### config.mk
export PLATFORM = sky130hd
export DESIGN_NAME = pipe_trace_capture
export DESIGN_NICKNAME = d
export VERILOG_FILES = /design/src/rtl/pipe_trace_capture.sv
export SDC_FILE = /design/constraint.sdc
export NUM_CORES = 2
export LEC_CHECK = 0
export ABC_AREA = 1
export CAP_MARGIN = 40
export CORE_UTILIZATION = 30
export CTS_CLUSTER_DIAMETER = 50
export CTS_CLUSTER_SIZE = 28
export DETAILED_ROUTE_END_ITERATION = 8
export PLACE_DENSITY = 0.51
export SLEW_MARGIN = 20
export SYNTH_ARGS = -nofsm -noshare
export SYNTH_HDL_FRONTEND = slang
export SYNTH_SLANG_ARGS = --single-unit
### constraint.sdc
create_clock -name clock -period 10.1 [get_ports clock]
set_clock_uncertainty 0.2 [all_clocks]
set_input_delay 1.515 -clock clock [delete_from_list [all_inputs] [get_ports clock]]
set_output_delay 1.515 -clock clock [all_outputs]
set_load 0.05 [all_outputs]
### src/rtl/pipe_trace_capture.sv
// rtl/pipe_trace_capture.sv - armed/triggered pipeline-stage trace buffer with post-trigger window and stream readout
module pipe_trace_capture #(
    parameter int STAGES    = 4,
    parameter int DATA_W    = 16,
    parameter int DEPTH     = 16,
    parameter int POST_TRIG = 8,
    parameter int CYC_W     = 16
) (
    input  logic                              clock,
    input  logic                              reset,
    input  logic [STAGES*DATA_W-1:0]          stage_data,
    input  logic [STAGES-1:0]                 stage_valid,
    input  logic                              arm,
    input  logic                              trigger,
    input  logic                              rd_ready,
    output logic                              rd_valid,
    output logic [CYC_W+STAGES*DATA_W-1:0]    rd_data,
    output logic                              rd_last,
    output logic [2:0]                        state,
    output logic [$clog2(DEPTH):0]            fill
);

    localparam int PTR_W   = $clog2(DEPTH);
    localparam int FILL_W  = PTR_W + 1;
    localparam int ENTRY_W = CYC_W + STAGES * DATA_W;

    localparam logic [PTR_W-1:0]  PTR_ONE   = PTR_W'(1);
    localparam logic [PTR_W-1:0]  POST_INIT = PTR_W'(POST_TRIG);
    localparam logic [FILL_W-1:0] FILL_ONE  = FILL_W'(1);
    localparam logic [FILL_W-1:0] FILL_FULL = FILL_W'(DEPTH);
    localparam logic [CYC_W-1:0]  CYC_ONE   = CYC_W'(1);

    typedef enum logic [2:0] {
        S_IDLE  = 3'd0,
        S_ARMED = 3'd1,
        S_POST  = 3'd2,
        S_LOAD  = 3'd3,
        S_READ  = 3'd4
    } state_t;

    state_t             st;
    logic [CYC_W-1:0]   cyc_cnt;
    logic [PTR_W-1:0]   wr_ptr;
    logic [PTR_W-1:0]   rd_ptr;
    logic [PTR_W-1:0]   post_cnt;
    logic [FILL_W-1:0]  rd_cnt;
    logic [ENTRY_W-1:0] mem [DEPTH];

    logic               wr_en;
    logic [PTR_W-1:0]   start_ptr;
    logic [PTR_W-1:0]   rd_ptr_nxt;
    logic [FILL_W-1:0]  rd_cnt_nxt;

    assign state      = st;
    assign wr_en      = (|stage_valid) && ((st == S_ARMED) || (st == S_POST));
    // Once the ring has wrapped, the oldest entry sits where the next write would land.
    assign start_ptr  = (fill == FILL_FULL) ? wr_ptr : '0;
    assign rd_ptr_nxt = rd_ptr + PTR_ONE;
    assign rd_cnt_nxt = rd_cnt + FILL_ONE;

    always_ff @(posedge clock) begin
        if (reset && wr_en) begin
            mem[wr_ptr] <= {cyc_cnt, stage_data};
        end
    end

    always_ff @(posedge clock) begin
        if (!reset) begin
            st       <= S_IDLE;
            cyc_cnt  <= '0;
            wr_ptr   <= '0;
            rd_ptr   <= '0;
            post_cnt <= '0;
            rd_cnt   <= '0;
            fill     <= '0;
            rd_valid <= 1'b0;
            rd_last  <= 1'b0;
            rd_data  <= '0;
        end else begin
            cyc_cnt <= cyc_cnt + CYC_ONE;

            if (wr_en) begin
                wr_ptr <= wr_ptr + PTR_ONE;
                if (fill != FILL_FULL) begin
                    fill <= fill + FILL_ONE;
                end
            end

            case (st)
                S_IDLE: begin
                    if (arm) begin
                        st     <= S_ARMED;
                        wr_ptr <= '0;
                        fill   <= '0;
                    end
                end
                S_ARMED: begin
                    if (trigger) begin
                        if (POST_TRIG == 0) begin
                            st <= S_LOAD;
                        end else begin
                            post_cnt <= POST_INIT;
                            st       <= S_POST;
                        end
                    end
                end
                S_POST: begin
                    // Only qualified writes consume the post-trigger window.
                    if (wr_en) begin
                        post_cnt <= post_cnt - PTR_ONE;
                        if (post_cnt == PTR_ONE) begin
                            st <= S_LOAD;
                        end
                    end
                end
                S_LOAD: begin
                    if (fill == '0) begin
                        st <= S_IDLE;
                    end else begin
                        rd_ptr   <= start_ptr;
                        rd_data  <= mem[start_ptr];
                        rd_cnt   <= '0;
                        rd_valid <= 1'b1;
                        rd_last  <= (fill == FILL_ONE);
                        st       <= S_READ;
                    end
                end
                S_READ: begin
                    if (rd_ready) begin
                        if (rd_last) begin
                            st       <= S_IDLE;
                            rd_valid <= 1'b0;
                            rd_last  <= 1'b0;
                            rd_data  <= '0;
                        end else begin
                            rd_ptr  <= rd_ptr_nxt;
                            rd_data <= mem[rd_ptr_nxt];
                            rd_cnt  <= rd_cnt_nxt;
                            rd_last <= (rd_cnt_nxt == (fill - FILL_ONE));
                        end
                    end
                end
                default: begin
                    st <= S_IDLE;
                end
            endcase
        end
    end

endmodule

After elaboration in Yosys (flattened, before gate mapping)
Memory sizes are Yosys's and may differ from the RTL's. Index checks and enable logic that the tools add are counted.

Register bits: 123. RAM bits: 1280. Input port bits: 73. Output and inout port bits: 90. Word-level logic and storage cells: 89. Memories kept: 1.

Memory list: mem (depth 16, width 80, read ports 2, clocked after Yosys merged registers in 0, write ports 1, RTL line 47) `logic [ENTRY_W-1:0] mem [DEPTH];`.

$add $sub $neg: 7. Equal/unequal tests: 17. Multiplexer cells: 41. Reductions and logical operators: 13.

Operators by type and width (count): 80-bit 2-to-1 mux (3); 80-bit one-hot mux with 2 select lines (1); 4-bit 2-to-1 mux (9); 5-bit 2-to-1 mux (7); 3-bit 2-to-1 mux (7); 16-bit by 1-bit adder with 16-bit output (second input constant) (1); 4-bit one-hot mux with 2 select lines (2); 3-bit one-hot mux with 5 select lines (1); 2-bit != test (second input constant) (7); 5-bit by 1-bit adder with 5-bit output (second input constant) (2); 5-bit one-hot mux with 2 select lines (1); 4-bit by 1-bit adder with 4-bit output (second input constant) (2); 1-bit 2-to-1 mux (8); 4-bit AND reduction (2); 3-bit by 2-bit equality test with 1-bit output (second input constant) (2); 3-bit AND reduction (2); 6-bit AND reduction (1); 5-bit by 1-bit equality test with 1-bit output (second input constant) (1); 5-bit equality test (1); 5-bit equality test (second input constant) (1); 5-bit zero test (1); 5-bit != test (second input constant) (1); 5-bit by 1-bit subtractor with 5-bit output (second input constant) (1); 4-bit by 1-bit equality test with 1-bit output (second input constant) (1); 10 further kinds (13).

Depth between registers and ports, before layout
Depth in word-level cells: 6. Mapped depth: 14. Mapped depth without buffers: 11.

Worst setup path after synthesis
OpenSTA, ideal clock, no wires.

Kind: input -> register. Start point: input port reset. End point: memory mem[11][0] (netlist name) (enable). Setup time: 0.617 ns. Data arrival time: 7.563 ns. Required time: 9.283 ns. Slack: 1.721 ns. Stages: 5. Path buffers: 1. Cells stage by stage: clkbuf_1 > inv_2 > nor2_1 > inv_1 > nor3_1.

Cells in the longest elaborated chain, start to end: 3.

Ends and longest elaborated chain: start: declaration (RTL line 10) `input logic reset,`; 1-bit logical AND (RTL line 62) `if (reset && wr_en) begin`; 1-bit 2-to-1 mux (RTL line 62); 1-bit 2-to-1 mux (not written as such) (RTL line 63) `mem[wr_ptr] <= {cyc_cnt, stage_data};`; end: declaration (RTL line 47).

Every way passes these cells.

Worst setup path in the final report
Start point: register wr_ptr[0]. End point: memory mem[12][77] (netlist name) (enable).

RTL lines: start: declaration (RTL line 43) `logic [PTR_W-1:0] wr_ptr;`; start signal: assignment (RTL line 83) `wr_ptr <= wr_ptr + PTR_ONE;`.

Straight into the memory's write port.

==> key figures <==
Placement
  – GP Congestion: 0.805
  – DP Area: 0.0760 mm^2
  – Port Buf Inserts: 162
  – Dpl hpwl: 134000 um

Routing
  – Residual DRC: 0
  – Antenna-violating nets left: 0
  – Vias per cell: 5.16
  – Initial DRC count: 5751
  – Drt wl/cell: 22.2 um
  – Routed WL: 252000 um
  – Drt pass-1 iters: 6
  – DR vias: 58.7k

Worst hold path
  – Hold/Removal Path Class: reg2reg

Synth
  – Syn avg cell area: 8.66 um^2
  – Area contributors post-synth: edfxtp_1, nand3_1, nand2_1
  – Netlist cell types: 35
  – Dominant cell type by area after synthesis: edfxtp_1
  – Synthesized flop and latch total: 1403
  – Area of the mapped netlist: 0.0710 mm^2
  – Post-Syn Nets: 8278
  – Yosys top cell area share: 0.542
  – Yosys warnings: 0
  – Synth Instances: between 8k and 9k
  – Part of the Yosys area used for sequential elements: 0.576

Critical path
  – Crit start category: flip-flop
  – Worst Path Required: between 10000 and 15000 ps
  – Crit-path max FO: 65
  – Worst Path Class, Setup: reg2reg
  – Arr. time, crit path: 5430 ps
  – Crit end category: flip-flop

Finish
  – Core Util, Final: 0.347
  – Final net count: 8166
  – Post-route cell area: 0.0816 mm^2
  – Area delta synth->final: 15.0%
  – # fillers: between 20k and 25k
  – Layout cells sized above 1: 0.0563

Clock network
  – Post-CTS sizing: 0
  – Root buf cell: clkbuf_16
  – CTS Buf Count: 154
  – CTS tree: built
  – Clock buffer depth: 3
  – Clock Latency Late Sink: around 830 ps
  – Number of clock sinks: roughly 1.4k
  – CTS clock-pin slew for the worst setup and hold paths: 70 ps
  – Hold-fix buffer count after cts: 0
  – H-tree levels: 4
  – Setup Buffers After CTS: 0

Pwr
  – VDD IR max: 129 uV
  – Psw: around 3.4 mW
  – LEAKAGE: 32.5 nW
  – Sw Share: 0.256
  – PwrDens: around 170 mW/mm^2
  – Reg power frac: 0.479
  – Clock share of power: 0.449
  – Power Internal: 10.0 mW
  – Combinational group share of total power: 0.072

Timing
  – Fmax: 0.193 GHz
  – RSZ-0062 raised after global routing: no
  – Worst-margin pin slew: 1160 ps
  – WHS: between 200 and 300 ps
  – Slew Limit Headroom: 0.228
  – Setup_tns: 0 ps
  – Final Hold Vio Count: 0
  – Final setup fails: 0
  – Final-report max-slew violation count: 0
  – Min cycle time layout: 5170 ps
  – Final period utilization: 0.512

Global route
  – First-pass GRT wire length: 371000 um
  – Total GRT Usage: 0.208
  – Total gr overflow: 0
  – Vias in the first global route: 56.4k
  – Initial antenna violation count: 8
  – Largest net degree at the start of global routing: 207

Floorplanning
  – Rows: 178
  – Starting Density: 0.302
  – Die height: 488 um
  – # IOs: 163
  – Die area: 0.238 mm^2
  – Die X: 488 um
  – CORE AREA: 0.235 mm^2

Flow run
  – Max-cap viol count: 0

Status
  – Outcome: finished, final reports clean
## cells by family (layout without fill, tap and decap cells)
logic type | Yosys count | count (layout) | synth area share
simple gates | 3374 | 3374 | 0.203
buf+inv | 1739 | 1758 | 0.0973
compound gates | 1647 | 1647 | 0.119
flops | 1403 | 1403 | 0.576
xor+xnor | 16 | 16 | 0.00197
fa+ha+maj | 13 | 13 | 0.00229
other cells | 0 | 6 | 0
## critical path, cell delays in order, from the launching register on
cell and delay [ps]:
dfxtp_4 590, inv_8 600, buf_4 790, ha_1 290, nand2_1 230, nor2_4 580, buf_4 690, buf_4 670
## synth_stat cells (all sizes together)
cell	n
ha	13
o21a	4
buf	244
a31oi	3
o211ai	79
o21ai	817
clkbuf	328
and3	1
xor2	9
nor3b	1
edfxtp	1280
inv	1167
nor4	1
nand4	6
a41oi	1
o2111ai	2
nor3	13
nor2	457
a21oi	740
xnor2	7
or2	8
dfxtp	123
nand2	1598
nand3	1289
a211oi	1
## power groups by stage
| stage | logic, mW | clock network, mW | registers [mW] |
|---|---|---|---|
| 3_3_place_gp | 0.935 | 0 | 6.58 |
| 5_1_grt | 1.06 | 6.37 | 6.45 |
| 6_report | 0.970 | 6.06 | 6.45 |
| 3_5_place_dp | 0.960 | 0 | 6.58 |
| 4_1_cts | 0.964 | 6.16 | 6.45 |
| 2_1_floorplan | 0.540 | 0 | 6.59 |
## layer usage
layer / global-route usage / up-vias / wire, um / share of wire
met5: 0 / - / 23 / 0.000091
met4: 0.0756 / 4 / 8250 / 0.033
met3: 0.0300 / 481 / 19200 / 0.076
met2: 0.347 / 2559 / 118000 / 0.47
met1: 0.273 / 28400 / 106000 / 0.42
li1: - / 27300 / - / -
## stage by stage
step | power, mW | worst slack [ps] | instances
after floorplan | 7.12 | 1720 | 8192
final | 13.5 | 4930 | 11400
after global routing | 13.9 | 4870 | 11400
after global placement | 7.51 | 4470 | 11000
after CTS | 13.6 | 4910 | 11400
after detailed placement | 7.54 | 4390 | 11100
## sequential cells by signal (all words and copies together), names as in the netlist
| name | cells |
|---|---|
| fill | 5 |
| rd_ptr | 4 |
| post_cnt | 4 |
| wr_ptr | 4 |
| rd_cnt | 5 |
| rd_valid | 1 |
| mem | 1280 |
| rd_data | 80 |
| state | 3 |
| rd_last | 1 |
| cyc_cnt | 16 |
## path summary, 6_finish.rpt
path / slack [ps] / to / start / depth (start not counted)
setup / recovery: 4930 / mem[12][77]$_DFFE_PP_ / wr_ptr[0]$_SDFF_PN0_ / 7
hold / removal: 280 / rd_cnt[4]$_SDFFE_PN0P_ / rd_cnt[4]$_SDFFE_PN0P_ / 2
setup reg to reg: 4930 / mem[12][77]$_DFFE_PP_ / wr_ptr[0]$_SDFF_PN0_ / 7
hold reg to reg: 280 / rd_cnt[4]$_SDFFE_PN0P_ / rd_cnt[4]$_SDFFE_PN0P_ / 2
## cell usage in the layout (no fill, tap or decap), types with 12 or more instances in the layout
cell type	netlist	routed
nand3_1	1288	1288
nand2_1	1598	1597
clkinv_2	0	18
inv_1	1158	1155
buf_16	0	20
buf_12	0	35
clkinv_8	0	12
o211ai_1	79	79
nor2_1	453	440
inv_6	0	23
inv_8	0	24
o21ai_0	811	811
a21oi_1	740	740
nor2_4	2	16
ha_1	13	12
dfxtp_1	123	121
clkdlybuf4s50_1	0	161
clkbuf_16	0	154
edfxtp_1	1280	1280
bufinv_16	0	15
buf_4	41	86
## cell type report
| cell class | instances | area [um^2] | area share |
|---|---|---|---|
| Clock inverter | 116 | 1470 | 0.0180 |
| Clock buffer | 171 | 3980 | 0.0487 |
| Timing Repair Buffer | 304 | 3520 | 0.0432 |
| Tap cell | 3150 | 3940 | 0.0483 |
| Sequential cell | 1403 | 40900 | 0.501 |
| Antenna cell | 6 | 15.0 | 0.000184 |
| Multi-Input combinational cell | 5050 | 23300 | 0.286 |
| Inverter | 1167 | 4450 | 0.0545 |
Note: power is estimated with default switching activity, not from simulation.
